<file path="config.mk">
export PLATFORM = sky130hd
export DESIGN_NAME = sa_skew_feeder
export DESIGN_NICKNAME = d
export VERILOG_FILES = /design/src/rtl/tpu_pkg.sv /design/src/rtl/sa_row_bank.sv /design/src/rtl/sa_skew_feeder.sv
export SDC_FILE = /design/constraint.sdc
export NUM_CORES = 1
export LEC_CHECK = 0
export ABC_CLOCK_PERIOD_IN_PS = 3900
export BUFFER_PORTS_ARGS = -buffer_cell sky130_fd_sc_hd__buf_2
export CORE_ASPECT_RATIO = 0.6
export CORE_MARGIN = 2
export CORE_UTILIZATION = 40
export DETAILED_ROUTE_END_ITERATION = 6
export PLACE_DENSITY = 0.6
export RECOVER_POWER = 100
export SETUP_SLACK_MARGIN = 0.02
export SLEW_MARGIN = 10
export SYNTH_ARGS = -nofsm -noshare
export SYNTH_HDL_FRONTEND = slang
export SYNTH_SLANG_ARGS = --single-unit
</file>
<file path="constraint.sdc">
create_clock -name clk -period 3.9 [get_ports clk]
set_input_delay 0.195 -clock clk [delete_from_list [all_inputs] [get_ports clk]]
set_output_delay 0.195 -clock clk [all_outputs]
set_load 0.01 [all_outputs]
</file>
<file path="src/rtl/tpu_pkg.sv">
// Shared definitions for the systolic array, its input feeder and the bus wrapper.
package tpu_pkg;

  localparam int unsigned N  = 3;
  localparam int unsigned DW = 8;

  // One matrix row: element k at bits [k*DW +: DW].
  typedef logic [N*DW-1:0] row_t;

  typedef enum logic [1:0] {
    StIdle,
    StStream,
    StFlush
  } feed_state_e;

  // Beat counter width: enough to index every beat of a matrix (2N-1 data + N flush).
  function automatic int unsigned beat_cnt_width(input int unsigned n);
    return $clog2(3 * n);
  endfunction

endpackage

</file>
<file path="src/rtl/sa_row_bank.sv">
// Ping-pong row storage: two banks of N rows with per-bank full flags and the
// write-side pointer/handshake. The read side frees a bank with a one-cycle pulse.
module sa_row_bank import tpu_pkg::*; #(
  parameter int unsigned N  = tpu_pkg::N,
  parameter int unsigned DW = tpu_pkg::DW
) (
  input  logic                   clk,
  input  logic                   rst,
  input  logic                   in_valid,
  output logic                   in_ready,
  input  logic [N*DW-1:0]        in_data,
  input  logic                   free,
  input  logic                   rd_bank,
  output logic [1:0]             full,
  output logic [N-1:0][N*DW-1:0] rd_rows
);

  localparam int unsigned RowW = (N > 1) ? $clog2(N) : 1;

  logic [1:0][N-1:0][N*DW-1:0] mem_q;
  logic                        wr_bank_q, wr_bank_d;
  logic [RowW-1:0]             wr_row_q, wr_row_d;
  logic [1:0]                  full_q, full_d;
  logic                        in_ready_q, in_ready_d;
  logic                        accept;
  logic                        row_last;

  assign accept   = in_valid & in_ready_q;
  assign row_last = (wr_row_q == RowW'(N - 1));

  // Write pointer and full flags; a free and a bank completion may land in the same cycle.
  always_comb begin
    wr_bank_d = wr_bank_q;
    wr_row_d  = wr_row_q;
    full_d    = full_q;
    if (free) full_d[rd_bank] = 1'b0;
    if (accept) begin
      if (row_last) begin
        full_d[wr_bank_q] = 1'b1;
        wr_bank_d         = ~wr_bank_q;
        wr_row_d          = '0;
      end else begin
        wr_row_d = wr_row_q + 1'b1;
      end
    end
    // Looks at post-update flags so a completing bank never admits an extra row.
    in_ready_d = ~full_d[wr_bank_d];
  end

  // Control state register.
  always_ff @(posedge clk) begin
    if (rst) begin
      wr_bank_q  <= 1'b0;
      wr_row_q   <= '0;
      full_q     <= '0;
      in_ready_q <= 1'b0;
    end else begin
      wr_bank_q  <= wr_bank_d;
      wr_row_q   <= wr_row_d;
      full_q     <= full_d;
      in_ready_q <= in_ready_d;
    end
  end

  // Row storage is left unreset; the full flags decide whether its contents are used.
  always_ff @(posedge clk) begin
    if (accept) mem_q[wr_bank_q][wr_row_q] <= in_data;
  end

  assign in_ready = in_ready_q;
  assign full     = full_q;
  assign rd_rows  = mem_q[rd_bank];

endmodule

</file>
<file path="src/rtl/sa_skew_feeder.sv">
// Systolic array input feeder: streams buffered matrices as diagonally skewed
// lanes followed by zero flush beats, advancing one beat per step pulse.
module sa_skew_feeder import tpu_pkg::*; #(
  parameter int unsigned N  = tpu_pkg::N,
  parameter int unsigned DW = tpu_pkg::DW
) (
  input  logic            clk,
  input  logic            rst,
  input  logic            step,
  input  logic            in_valid,
  output logic            in_ready,
  input  logic [N*DW-1:0] in_data,
  output logic            out_valid,
  output logic [N*DW-1:0] out_data,
  output logic            out_first,
  output logic            out_last,
  output logic            busy
);

  localparam int unsigned   CW       = beat_cnt_width(N);
  localparam logic [CW-1:0] LastData = CW'(2 * N - 2);
  localparam logic [CW-1:0] LastBeat = CW'(3 * N - 2);

  feed_state_e            state_q, state_d;
  logic [CW-1:0]          cnt_q, cnt_d;
  logic [CW-1:0]          beat_t;
  logic                   rd_bank_q, rd_bank_d;
  logic                   free_q, free_d;
  logic                   out_valid_q, out_valid_d;
  logic [N*DW-1:0]        out_data_q, out_data_d;
  logic                   out_first_q, out_first_d;
  logic                   out_last_q, out_last_d;
  logic [N*DW-1:0]        skew_data;
  logic [1:0]             full;
  logic [N-1:0][N*DW-1:0] rd_rows;
  logic                   done;
  logic                   start;

  sa_row_bank #(
    .N  (N),
    .DW (DW)
  ) u_row_bank (
    .clk      (clk),
    .rst      (rst),
    .in_valid (in_valid),
    .in_ready (in_ready),
    .in_data  (in_data),
    .free     (free_q),
    .rd_bank  (rd_bank_q),
    .full     (full),
    .rd_rows  (rd_rows)
  );

  // Last flush beat already emitted; waiting for the next matrix or dropping to idle.
  assign done   = (state_q == StFlush) && (cnt_q == LastBeat);
  // free_q still pending means full[rd_bank_q] refers to the bank just drained.
  assign start  = step && full[rd_bank_q] && !free_q && ((state_q == StIdle) || done);
  assign beat_t = start ? '0 : cnt_q + 1'b1;

  // Skew mux: lane k carries element k of row (t - k) whenever that row exists.
  always_comb begin
    skew_data = '0;
    for (int r = 0; r < int'(N); r++) begin
      for (int k = 0; k < int'(N); k++) begin
        if (r + k == int'(beat_t)) skew_data[k*DW +: DW] = rd_rows[r][k*DW +: DW];
      end
    end
  end

  // Read FSM next state and registered beat outputs; outputs hold unless step fires.
  always_comb begin
    state_d     = state_q;
    cnt_d       = cnt_q;
    rd_bank_d   = rd_bank_q;
    free_d      = 1'b0;
    out_valid_d = out_valid_q;
    out_data_d  = out_data_q;
    out_first_d = out_first_q;
    out_last_d  = out_last_q;
    if (free_q) rd_bank_d = ~rd_bank_q;
    if (start) begin
      cnt_d       = '0;
      out_valid_d = 1'b1;
      out_data_d  = skew_data;
      out_first_d = 1'b1;
      out_last_d  = 1'b0;
      if (LastData == '0) begin
        state_d = StFlush;
        free_d  = 1'b1;
      end else begin
        state_d = StStream;
      end
    end else begin
      unique case (state_q)
        StIdle: begin
          if (step) begin
            out_valid_d = 1'b0;
            out_data_d  = '0;
            out_first_d = 1'b0;
            out_last_d  = 1'b0;
          end
        end
        StStream: begin
          if (step) begin
            cnt_d       = beat_t;
            out_valid_d = 1'b1;
            out_data_d  = skew_data;
            out_first_d = 1'b0;
            if (beat_t == LastData) begin
              state_d = StFlush;
              free_d  = 1'b1;
            end
          end
        end
        StFlush: begin
          if (done) begin
            if (step) begin
              state_d     = StIdle;
              out_valid_d = 1'b0;
              out_data_d  = '0;
              out_first_d = 1'b0;
              out_last_d  = 1'b0;
            end else if (!free_q && !full[rd_bank_q]) begin
              state_d = StIdle;
            end
          end else if (step) begin
            cnt_d       = beat_t;
            out_valid_d = 1'b1;
            out_data_d  = '0;
            out_first_d = 1'b0;
            out_last_d  = (beat_t == LastBeat);
          end
        end
        default: state_d = StIdle;
      endcase
    end
  end

  // Read-side state register.
  always_ff @(posedge clk) begin
    if (rst) begin
      state_q     <= StIdle;
      cnt_q       <= '0;
      rd_bank_q   <= 1'b0;
      free_q      <= 1'b0;
      out_valid_q <= 1'b0;
      out_data_q  <= '0;
      out_first_q <= 1'b0;
      out_last_q  <= 1'b0;
    end else begin
      state_q     <= state_d;
      cnt_q       <= cnt_d;
      rd_bank_q   <= rd_bank_d;
      free_q      <= free_d;
      out_valid_q <= out_valid_d;
      out_data_q  <= out_data_d;
      out_first_q <= out_first_d;
      out_last_q  <= out_last_d;
    end
  end

  assign out_valid = out_valid_q;
  assign out_data  = out_data_q;
  assign out_first = out_first_q;
  assign out_last  = out_last_q;
  assign busy      = (state_q != StIdle);

endmodule
</file>
* Yosys cells after proc, flatten, opt, wreduce, memory -nomap -nowiden
Index checks and enable logic that the tools add are counted.
** Operators by class
- Bitwise logic cells :: 10
- Add/sub/neg operators :: 2
- Reduce and logical (&&, ||, !) cells :: 30
- Mux-type cells :: 58
- $lt $le $gt $ge :: 7
- Equal/unequal tests :: 22
** Operator list (count)
- 2-to-1 mux 72 bit :: 3
- bitwise mux 144 bit :: 1
- 2-to-1 mux 24 bit :: 4
- demux 72 bit (select 1 bit) :: 1
- 2-to-1 mux 8 bit :: 9
- demux 24 bit (select 2 bit) :: 1
- one-hot mux 24 bit (2 select lines) :: 1
- 2-to-1 mux 1 bit :: 20
- 2-to-1 mux 2 bit :: 9
- equality test 4 x 3 -> 1 bit (second input constant) :: 3
- 2-to-1 mux 4 bit :: 3
- != test 3 bit (second input constant) :: 4
- != test 2 bit (second input constant) :: 5
- AND reduction 5 bit :: 2
- nonzero test 2 bit :: 5
- equality test 3 x 4 -> 1 bit (first input constant) :: 2
- logical AND 1 bit :: 8
- one-hot mux 4 bit (2 select lines) :: 1
- less-than comparator 1 x 2 -> 1 bit (second input constant) :: 3
- inverter 1 bit :: 6
- one-hot mux 2 bit (3 select lines) :: 1
- AND reduction 2 bit :: 3
- adder 4 x 1 -> 4 bit (second input constant) :: 1
- equality test 2 bit (second input constant) :: 2
- other kinds (27) :: 31
** Storage, ports and cells
- Logic and storage cells :: 148
- Flip-flop bits (word level) :: 185
- Input bits :: 28

* Depth between registers and ports, before layout
Gate-level depths: netlist of run 1.
- Word-level depth :: 13
- Depth in mapped cells :: 9

* Modules after synthesis
From an unflattened synthesis of run 1, not the netlist that was laid out.
** Unflattened totals
- Cells, all modules :: 512
- Area, all modules :: 7639.8 sq um
** By module, submodules not included
- sa_row_bank :: cells each 261, sequential area each 4444.3 sq um, area an instance 5556.6 sq um, times used 1
- sa_skew_feeder :: cells each 251, sequential area each 700.7 sq um, area an instance 2083.2 sq um, times used 1

* Least setup slack after synthesis of run 1
No wires, ideal clock.
- Path type :: flip-flop to flip-flop
- Start point :: register u_row_bank.in_ready_q (netlist: u_row_bank.in_ready)
- End point :: register u_row_bank.mem_q[0] in the netlist's numbering, enable pin
- Setup time :: 0.466 ns
- Data required time :: 3.434 ns
- Data arrival time :: 2.927 ns
- Slack :: 0.508 ns
- Stages on the path, launching flop included :: 3
- Cell sequence :: dfxtp_1 nand2_1 nor4_1
** Between the ends
- Longest elaborated chain between the ends :: 1
** Ends and longest elaborated chain
- start: declaration :: line sa_row_bank.sv:24 : logic in_ready_q, in_ready_d;
- start signal: assignment :: line sa_row_bank.sv:61 : in_ready_q <= in_ready_d;
- bitwise AND 1 bit :: line sa_row_bank.sv:28 : assign accept = in_valid & in_ready_q;
- end signal: indexed assignment :: line sa_row_bank.sv:67 : if (accept) mem_q[wr_bank_q][wr_row_q] <= in_data;
- end: declaration :: line sa_row_bank.sv:20 : logic [1:0][N-1:0][N*DW-1:0] mem_q;
No other way between the ends.
A chain may end at the register's enable or synchronous reset.

* Worst setup path after layout of run 1
- Start point :: register rd_bank_q
- End point :: register state_q[1]
** Between the ends
- Longest elaborated chain between the ends :: 9
- Elaborated cells on any way between the ends :: 13
- Classes of those cells :: eq/ne (3); mux (3); reduce/logical (7)
** Ends and longest elaborated chain
- start: declaration :: line sa_skew_feeder.sv:27 : logic rd_bank_q, rd_bank_d;
- start signal: assignment :: line sa_skew_feeder.sv:153 : rd_bank_q <= rd_bank_d;
- 2-to-1 mux 1 bit (implied by the code) (*) (2 in series) :: line sa_skew_feeder.sv:57, sa_skew_feeder.sv:123
- logical AND 1 bit (3 in series) :: line sa_skew_feeder.sv:57 : assign start = step && full[rd_bank_q] && !free_q && ((state_q == StIdle) || done);
- 2-to-1 mux 4 bit :: line sa_skew_feeder.sv:58 : assign beat_t = start ? '0 : cnt_q + 1'b1;
- equality test 4 x 3 -> 1 bit :: line sa_skew_feeder.sv:109 : if (beat_t == LastData) begin
- != test 2 bit (no line)
- AND reduction 5 bit (no line)
- end signal: assignment :: line sa_skew_feeder.sv:142 : state_q <= StIdle;
- end signal: assignment :: line sa_skew_feeder.sv:151 : state_q <= state_d;
- end: declaration :: line sa_skew_feeder.sv:24 : feed_state_e state_q, state_d;
Mark *: on every way between the ends. The rest lies on a longest branch, timed or not. The select of a mux whose other input is x is not followed.

==> impl_metrics.csv, run 1 <==
group,metric,value,unit
hold_path,whs_path_depth,1,
placement,globalplace.congestion,0.8859,
finish,area_delta_synth_final,13.53,%
cts,cts_inserted_buffers,17,
outcome,status,"finished, violations left",
cts,clock_sinks,185,
timing,finalSetupTns,0,ns
timing,max_freq,324.6,MHz
finish,final_net_count,602,
finish,final_cell_area,8397,um2
logic_synthesis,synth-async-reset-ratio,0,%
cts,clockBufferDepth,2,
die,die_area,19630,um2
logic_synthesis,synth_area_per_cell,14.65,um2
global_route,grt_usage,17.22,%
logic_synthesis,synth_cell_types,53,
die,core,18070,um2
worst_setup_path,path_class,"flip-flop to flip-flop",
worst_setup_path,r2r_setup_slack,0.82,ns
logic_synthesis,synth_area_leaders,"edfxtp_1 58%, dfxtp_1 11%, mux2i_1 5.5%, mux2_2 4.9%, o21ai_0 2.6%",
logic_synthesis,synthCells,505,
finish,final_util,46.48,%
hold_path,min_to,"u_row_bank.mem_q[136]$_DFFE_PP_",
logic_synthesis,synth_top_flop_cell,"edfxtp_1",
cts,clk_pin_slew,0.07,ns
route,vias,4475,
logic_synthesis,yosysWarnings,0,
pwr,peakVddDrop,0.3545,mV
route,wl_per_cell,20.08,um
timing,slew_violations,150,
timing,timing.hold.ws,0.09144,ns
logic_synthesis,synth-edff-count,144,
global_route,grt_max_degree,61,
finish,drive_gt1_share,13.30,%
cts,clk_latency,0.42,ns
pwr,leakagePower,0.002616,uW
logic_synthesis,synth_seq_cells,185,
worst_setup_path,cp-start-kind,"flip-flop",
finish,final_common_cell,"edfxtp_1",
timing,rsz0062_at_grt,"false",
outcome,violations,"capacitance limit, slew limit",
hold_path,holdCritStartpoint,"in_data[16]",
global_route,overflow,0,
finish,antenna_cells,0,
cts,cts_tree,"built",
cts,cts_max_level,4,
pwr,power_density,455.9,nW/um2
die,num_io_pins,57,
worst_setup_path,crit_fanout,17,
route,antenna_left,0,
global_route,antenna_found_initial,1,
worst_setup_path,worst_ep_arrival_time,3.41,ns
timing,hold_violations,0,
placement,io_buffers,56,
worst_setup_path,worst-r2r-cell-count,5,
logic_synthesis,ys_seq_area_share,69.57,%
logic_synthesis,yosysTopAreaCell,"edfxtp_1",
route,avgViaCountPerCell,5.464,
timing,min_period_over_period,78.99,%
finish,most-common-layout-cells,"144 x edfxtp_1, 59 x clkbuf_1, 41 x mux2i_1, 41 x dfxtp_1, 39 x o21ai_0",
worst_setup_path,r2r_start,"rd_bank_q$_SDFFE_PP0P_",
cts,cts_resized,0,
worst_setup_path,required,4.22,ns
route,drtIter0Drc,366,
logic_synthesis,synth_top_area_share,58.47,%
placement,place_area,7966,um2
timing,worst_pin_slew,1.839,ns
global_route,grt_pass1_wl,25330,um
die,dieHeight,109.3,um
timing,skew,0.01284,ns
logic_synthesis,syn-cell-area,7396,um2
die,start_util,40.93,%
cts,root_buffer,"clkbuf_16",
timing,period_minus_slack,3.081,ns
die,rows,38,
logic_synthesis,synth_nets,541,
placement,place_hpwl,9825,um
finish,nFillCells,1580,
route,drc_errors,0,
flow_run,maxCapViolCount,6,
route,dr.pass1.iters,4,
timing,slew_headroom,-22.59,%
worst_setup_path,worstSetupEndpointType,"flip-flop",
die,die_w,179.5,um
timing,setup_viol,0,
route,routed_wl,16450,um
hold_path,hold_class,"input port to flip-flop",
global_route,grt_pass1_vias,4435,
worst_setup_path,reg2reg_to,"state_q[1]$_SDFFE_PP0P_",
routing by layer:
metal  vias up  share of wire, %  track usage [%]  routed length (um)
li1       2072                 -                -                   -
met1      2273                48            24.23                7937
met2       114                46            26.96                7582
met3        14               4.7            4.571                 778
met4         2              0.84            4.007                 138
met5         -             0.073                0                  12
critical path, cell delays in order, from the launching register on:
cell      delay [ns]
dfxtp_1         0.90
mux2_1          0.49
o211a_1         0.24
or4_1           0.80
or2_1           0.32
a211oi_1        0.23
final cells by class:
| type | instances | area, um2 | share of cell area [%] |
|---|---|---|---|
| clock inverter | 14 | 115.1 | 1.371 |
| tap | 240 | 300.3 | 3.576 |
| sequential | 185 | 5145 | 61.27 |
| multi-input combinational | 287 | 2093 | 24.93 |
| inverter | 7 | 26.28 | 0.3129 |
| timing repair buffer | 68 | 287.8 | 3.427 |
| clock buffer | 18 | 429.2 | 5.111 |
how the worst max path moves through the flow:
| stage | to | cells after the start | from |
|---|---|---|---|
| final | state_q[1]$_SDFFE_PP0P_ | 5 | rd_bank_q$_SDFFE_PP0P_ |
| after floorplan | u_row_bank.mem_q[0]$_DFFE_PP_ | 2 | u_row_bank.in_ready$_SDFF_PP0_ |
| after global routing | out_data[14]$_SDFFE_PP0P_ | 6 | rd_bank_q$_SDFFE_PP0P_ |
| after global placement | out_data[7]$_SDFFE_PP0P_ | 6 | cnt_q[0]$_SDFFE_PP0P_ |
| after detailed placement | out_data[2]$_SDFFE_PP0P_ | 6 | cnt_q[0]$_SDFFE_PP0P_ |
| after CTS | out_data[3]$_SDFFE_PP0P_ | 6 | cnt_q[0]$_SDFFE_PP0P_ |
repair_timing:
action / in CTS / in global routing
setup buffers: 0 / 0
hold endpoints to repair: 5 / 0
hold buffers: 1 / 0
metrics by stage:
step	setup WS, ns	cells	power (uW)
after global routing	0.5844	819	3960
after detailed placement	1.181	786	2286
final	0.8193	819	3828
after floorplan	0.5076	505	2234
after global placement	1.369	786	2282
after CTS	1.128	819	3860
cell usage after synthesis, types with 3 or more instances:
library cell and n:
o31ai_1 8, nand2b_1 5, nor3_1 5, a211oi_1 3
xnor2_1 4, a21oi_1 10, o211ai_1 4, o22ai_1 9
or3_1 4, ha_1 8, a221oi_1 8, clkbuf_1 14
a22oi_1 9, buf_4 3, o21ai_0 39, inv_1 7
buf_2 6, a32oi_1 8, nand2_1 34, edfxtp_1 144
dfxtp_1 41, mux2i_1 41, mux2_2 32, nor2_1 23
where the power goes:
part,leakage (uW),internal [uW],switching [uW],total [uW]
Combinational,0.000722,23.9,62.9,86.8
Clock,0.000259,832,757,1590
Sequential,0.00163,2140,7.16,2150
Total,0.00262,3000,827,3830
flip-flops by register name (all words and copies together), names as in the netlist, 2 cells and up:
signal               count
state_q                  2
out_data                24
cnt_q                    4
u_row_bank.wr_row_q      2
u_row_bank.full          2
u_row_bank.mem_q       144
cells by family (layout without fill, tap and decap cells):
family | after synthesis | count (layout) | synth area share (%)
adders and majority gates | 8 | 8 | 1.353
DFF | 185 | 185 | 69.57
buffers and inverters | 33 | 107 | 2.030
muxes | 74 | 74 | 10.62
xor gates and xnor gates | 6 | 6 | 0.7105
and+or+nand+nor | 90 | 90 | 5.904
AOI/OAI and AO/OA | 109 | 109 | 9.812
No activity file was read; power rests on OpenSTA's default activity.
==> run 2: changes to the inputs <==
--- a/config.mk
+++ b/config.mk
@@ -5,7 +5,7 @@
 export SDC_FILE = /design/constraint.sdc
 export NUM_CORES = 1
 export LEC_CHECK = 0
-export ABC_CLOCK_PERIOD_IN_PS = 3900
+export ABC_CLOCK_PERIOD_IN_PS = 3190
 export BUFFER_PORTS_ARGS = -buffer_cell sky130_fd_sc_hd__buf_2
 export CORE_ASPECT_RATIO = 0.6
 export CORE_MARGIN = 2
==> constraint.sdc (replaced) <==
create_clock -name clk -period 3.19 [get_ports clk]
set_input_delay 0.1595 -clock clk [delete_from_list [all_inputs] [get_ports clk]]
set_output_delay 0.1595 -clock clk [all_outputs]
set_load 0.01 [all_outputs]
==> run 2 against run 1 <==
Compared with the run above: the run still ends with capacitance limit, slew limit left; power up 26%; global-route usage up 0.25 points; sequential power up 22%; combinational power up 45%; clock power up 30%; routed wire length up 0.43%; worst setup slack worse by 0.32 ns; via count down 0.85%; critical endpoint unchanged; clock skew down 0.0012 ns; non-clock buffer count up 24; maximum frequency up 14%.
==> impl_metrics.csv, run 2 (synthesized netlist as in run 1, its figures left out) <==
group,metric,value,unit
pwr,leakagePower,0.002744,uW
pwr,p_total,4825,uW
die,start_util,40.93,%
worst_setup_path,worst_ep_arrival_time,3.03,ns
route,avgViaCountPerCell,5.263,
worst_setup_path,slowest_delay,0.79,ns
finish,antenna_cells,0,
finish,final_util,47.94,%
cts,clock_sinks,185,
route,vias,4437,
placement,dp_cells,789,
route,drc_errors,0,
cts,cts_max_level,4,
cts,clk_latency,0.42,ns
timing,hold_violations,0,
global_route,grt_pass1_vias,4587,
worst_setup_path,crit_chain,"inv_1 -> ha_1 -> and4b_4 -> o211a_1 -> or4_1 -> or2_0 -> a211oi_2",
hold_path,hold_class,"input port to flip-flop",
timing,setup_viol,0,
timing,timing.hold.ws,0.06914,ns
finish,area_delta_synth_final,17.12,%
timing,skew,0.01162,ns
timing,finalSetupTns,0,ns
timing,slew_headroom,-24.29,%
worst_setup_path,path_class,"flip-flop to flip-flop",
outcome,status,"finished, violations left",
pwr,peakVddDrop,0.3515,mV
outcome,violations,"capacitance limit, slew limit",
timing,min_period_over_period,84.47,%
worst_setup_path,critPathBufInv,1,
route,wl_per_cell,19.60,um
die,dieHeight,109.3,um
die,die_w,179.5,um
worst_setup_path,worstSetupEndpointType,"flip-flop",
worst_setup_path,crit_fanout,11,
die,die_area,19630,um2
route,routed_wl,16520,um
global_route,grt_pass1_wl,25610,um
worst_setup_path,crit_family,"simple AND/OR/NAND/NOR gates",
placement,place_hpwl,9835,um
cts,clk_pin_slew,0.07,ns
global_route,antenna_found_initial,0,
placement,globalplace.congestion,0.7928,
timing,worst_pin_slew,1.864,ns
finish,fin_cells,843,
placement,io_buffers,56,
finish,most-common-layout-cells,"144 x edfxtp_1, 57 x clkbuf_1, 41 x mux2i_1, 41 x dfxtp_1, 39 x o21ai_0",
global_route,overflow,0,
route,antenna_left,0,
flow_run,maxCapViolCount,2,
finish,drive_gt1_share,13.76,%
route,dr.pass1.iters,4,
finish,regMostFlops,"u_row_bank.mem_q",
cts,post_cts_buffers,0,
pwr,power_density,557.0,nW/um2
timing,slew_violations,50,
route,drtIter0Drc,344,
cts,cts_tree,"built",
finish,final_net_count,626,
cts,clockBufferDepth,2,
die,rows,38,
worst_setup_path,cp-start-kind,"flip-flop",
global_route,grt_max_degree,40,
timing,rsz0062_at_grt,"false",
die,core,18070,um2
global_route,grt_usage,17.47,%
finish,largest_reg_flops,144,
worst_setup_path,cp_slowest_cell,"or4_1",
timing,period_minus_slack,2.694,ns
timing,max_freq,371.1,MHz
worst_setup_path,required,3.52,ns
die,num_io_pins,57,
finish,final_common_cell,"edfxtp_1",
cts,root_buffer,"clkbuf_16",
cts,cts_inserted_buffers,17,
## run 2: changes by cell type in the layout (fill, tap and decap cells not counted), moves of 2 or more
cell,change
inv_8,-2
clkbuf_2,+6
dlygate4sd3_1,+21
clkbuf_1,-2
bufinv_16,+2
## run 2: per-stage QoR
step           worst slack (ns)  cell area [um2]
4_1_cts                  0.7247             8793
5_1_grt                  0.3084             8662
6_report                 0.4955             8662
2_1_floorplan           -0.2024             7396
3_5_place_dp             0.6986             7999
3_3_place_gp             0.8131             7999
## run 2: report_power, final
group	internal, uW	switching, uW
registers	2620	8.54
clock network	1160	906
logic	45.5	80.4
total	3830	994
## run 2: worst paths after layout
| check | startpoint | endpoint | slack, ns | depth (start not counted) |
|---|---|---|---|---|
| setup / recovery | state_q[0]$_SDFFE_PP0P_ | state_q[1]$_SDFFE_PP0P_ | 0.50 | 7 |
| hold / removal | step | free_q$_SDFF_PP0_ | 0.07 | 3 |
| setup reg to reg | state_q[0]$_SDFFE_PP0P_ | state_q[1]$_SDFFE_PP0P_ | 0.50 | 7 |
| hold reg to reg | out_data[13]$_SDFFE_PP0P_ | out_data[13]$_SDFFE_PP0P_ | 0.44 | 2 |
## run 2: tightest hold or removal path: cells and delay by family
kind	cells	cell delay [ns]
AND/OR/NAND/NOR	2	0.12
buffers and inverters	1	0.16
## run 2: area by class of cell
cell class	instances	area, um2
clock inverters	13	141.4
multi-input cells	287	2100
flip-flops and latches	185	5145
repair buffers	92	516.7
well taps	240	300.3
clock buffers	19	432.9
fillers	1607	9405
inverters	7	26.28
## run 2: metal layers
metal	track usage [%]	vias to the layer above	part of all wire, %
met5	0	-	0
met1	25.29	2194	50
met2	27.09	109	45
li1	-	2125	-
met3	3.842	9	5.0
met4	4.065	0	0.56
## run 2: repair_timing
action / 4_1_cts / 5_1_grt
hold endpoints to repair: 120 / 0
resized for setup: 0 / 0
hold buffers: 22 / 0
==> run 3: changes to the inputs <==
--- a/config.mk
+++ b/config.mk
@@ -5,7 +5,7 @@
 export SDC_FILE = /design/constraint.sdc
 export NUM_CORES = 1
 export LEC_CHECK = 0
-export ABC_CLOCK_PERIOD_IN_PS = 3190
+export ABC_CLOCK_PERIOD_IN_PS = 2800
 export BUFFER_PORTS_ARGS = -buffer_cell sky130_fd_sc_hd__buf_2
 export CORE_ASPECT_RATIO = 0.6
 export CORE_MARGIN = 2
==> constraint.sdc (replaced) <==
create_clock -name clk -period 2.8 [get_ports clk]
set_input_delay 0.14 -clock clk [delete_from_list [all_inputs] [get_ports clk]]
set_output_delay 0.14 -clock clk [all_outputs]
set_load 0.01 [all_outputs]
==> run 3 against run 2 <==
Compared with the run above: the flow now finishes without violations; clock skew fell by 0.0032 ns; first-iteration DRC count fell by 18%; global-route usage is 0.25 points lower; via count rose by 2.1%; combinational power rose by 15%; non-clock buffer count increased by 5; core utilization up 0.12 points; register-to-register slack lost 0.18 ns; maximum frequency is 8.3% higher; critical path type unchanged; largest power group unchanged.
==> impl_metrics.csv, run 3 (synthesized netlist as in run 1, its figures left out) <==
group,metric,value,unit
outcome,status,"completed",
die,core,18070,um2
worst_setup_path,worst-r2r-cell-count,7,
cts,cts_resized,0,
pwr,peakVddDrop,0.4330,mV
timing,slew_violations,0,
finish,final_util,48.07,%
pwr,p_int,4213,uW
cts,root_buffer,"clkbuf_16",
die,die_area,19630,um2
cts,clk_pin_slew,0.07,ns
route,vias,4529,
placement,globalplace.congestion,0.8020,
global_route,grt_usage,17.22,%
placement,place_ws,0.3619,ns
worst_setup_path,slowest_delay,0.66,ns
route,wl_per_cell,19.13,um
timing,max_freq,401.9,MHz
pwr,power.share.combinational,2.7,%
route,drc_errors,0,
timing,period_minus_slack,2.488,ns
global_route,antenna_found_initial,1,
global_route,grt_pass1_vias,4468,
placement,io_buffers,56,
worst_setup_path,path_depth,7,
timing,setup_viol,0,
timing,worst_pin_slew,1.302,ns
finish,final_common_cell,"edfxtp_1",
pwr,p_seq_share,55.6,%
pwr,power_density,620.3,nW/um2
global_route,grt_max_degree,76,
worst_setup_path,crit_family,"simple AND/OR/NAND/NOR gates",
cts,clockBufferDepth,2,
worst_setup_path,worst_ep_arrival_time,2.83,ns
worst_setup_path,crit_chain,"inv_1 -> ha_1 -> and4b_4 -> o211a_1 -> or4_4 -> or2_0 -> a211oi_2",
finish,largest_reg_flops,144,
worst_setup_path,crit_start,"state_q[0]$_SDFFE_PP0P_",
finish,most-common-layout-cells,"144 x edfxtp_1, 59 x clkbuf_1, 41 x mux2i_1, 41 x dfxtp_1, 39 x o21ai_0",
cts,clk_latency,0.42,ns
global_route,grt_pass1_wl,25300,um
finish,final_net_count,631,
pwr,net-switching-power,1175,uW
global_route,overflow,0,
route,dr.pass1.iters,5,
timing,slew_headroom,13.21,%
timing,min_period_over_period,88.85,%
finish,regMostFlops,"u_row_bank.mem_q",
timing,rsz0062_at_grt,"false",
route,drtIter0Drc,283,
worst_setup_path,critPathBufInv,1,
worst_setup_path,cp-start-kind,"flip-flop",
timing,finalWorstSetupSlack,0.3121,ns
die,rows,38,
hold_path,hold_class,"input port to flip-flop",
worst_setup_path,worstSetupEndpointType,"flip-flop",
finish,nFillCells,1619,
cts,clock_sinks,185,
placement,place_area,8034,um2
pwr,leakagePower,0.002754,uW
worst_setup_path,r2r_start,"state_q[0]$_SDFFE_PP0P_",
timing,timing.hold.ws,0.05463,ns
cts,cts_inserted_buffers,17,
timing,finalSetupTns,0,ns
die,start_util,40.93,%
flow_run,maxCapViolCount,0,
timing,hold_violations,0,
route,antenna_left,0,
timing,skew,0.008410,ns
hold_path,holdCritStartpoint,"step",
finish,area_delta_synth_final,17.43,%
die,dieHeight,109.3,um
pwr,switching_share,21.80,%
route,avgViaCountPerCell,5.335,
pwr,p_clk_share,41.7,%
finish,final_cell_area,8685,um2
finish,drive_gt1_share,13.65,%
worst_setup_path,crit_fanout,11,
die,die_w,179.5,um
route,routed_wl,16240,um
hold_path,whs_path_depth,3,
worst_setup_path,required,3.14,ns
worst_setup_path,cp_slowest_cell,"or4_4",
die,num_io_pins,57,
placement,place_hpwl,9952,um
cts,cts_max_level,4,
worst_setup_path,path_class,"flip-flop to flip-flop",
cts,cts_tree,"built",
run 3: cell types whose count changed in the layout (fill, tap and decap cells not counted), moves of 2 or more:
cell | before | now
dlygate4sd3_1 | 22 | 24
bufinv_16 | 2 | 0
clkinvlp_4 | 2 | 0
clkbuf_1 | 57 | 59
clkbuf_2 | 6 | 3
inv_8 | 0 | 3
run 3: area by class of cell:
class	instances	area, um2	area share [%]
Multi-Input combinational cell	287	2101	24.19
Tap cell	240	300.3	3.458
Sequential cell	185	5145	59.24
Antenna cell	1	2.502	0.02881
Timing Repair Buffer	97	551.8	6.354
Inverter	7	26.28	0.3026
Clock inverter	15	132.6	1.527
Clock buffer	17	425.4	4.898
run 3: timing repair:
item	CTS	global route
hold buffers	24	0
endpoints found under the hold margin	144	0
buffers inserted	0	0
endpoints found under the setup margin	0	0
run 3: worst register-to-register path, cell delays in order, from the launching register on:
cell      delay (ns)
dfxtp_1         0.39
inv_1           0.10
ha_1            0.27
and4b_4         0.24
o211a_1         0.28
or4_4           0.66
or2_0           0.27
a211oi_2        0.20
run 3: final timing paths:
check	endpoint	slack, ns
setup / recovery	state_q[1]$_SDFFE_PP0P_	0.31
setup reg to reg	state_q[1]$_SDFFE_PP0P_	0.31
hold / removal	free_q$_SDFF_PP0_	0.05
hold reg to reg	out_last$_SDFFE_PP0P_	0.46
run 3: through the flow:
stage	std cells	total power, uW
2_1_floorplan	505	3111
3_3_place_gp	792	3177
3_5_place_dp	792	3185
4_1_cts	848	5440
5_1_grt	849	5567
6_report	849	5387
run 3: power by group through the flow:
stage / logic, uW / registers (uW) / clock network (uW)
after global routing: 163 / 3000 / 2410
after CTS: 155 / 2990 / 2290
after global placement: 122 / 3050 / 0
after floorplan: 53.6 / 3060 / 0
final: 145 / 3000 / 2250
after detailed placement: 129 / 3060 / 0
run 3: routing by layer:
metal | GRT usage [%] | wire length, um
met3 | 3.842 | 764
met5 | 0 | 0
met1 | 25.11 | 8220
met4 | 5.517 | 239
met2 | 25.73 | 7017
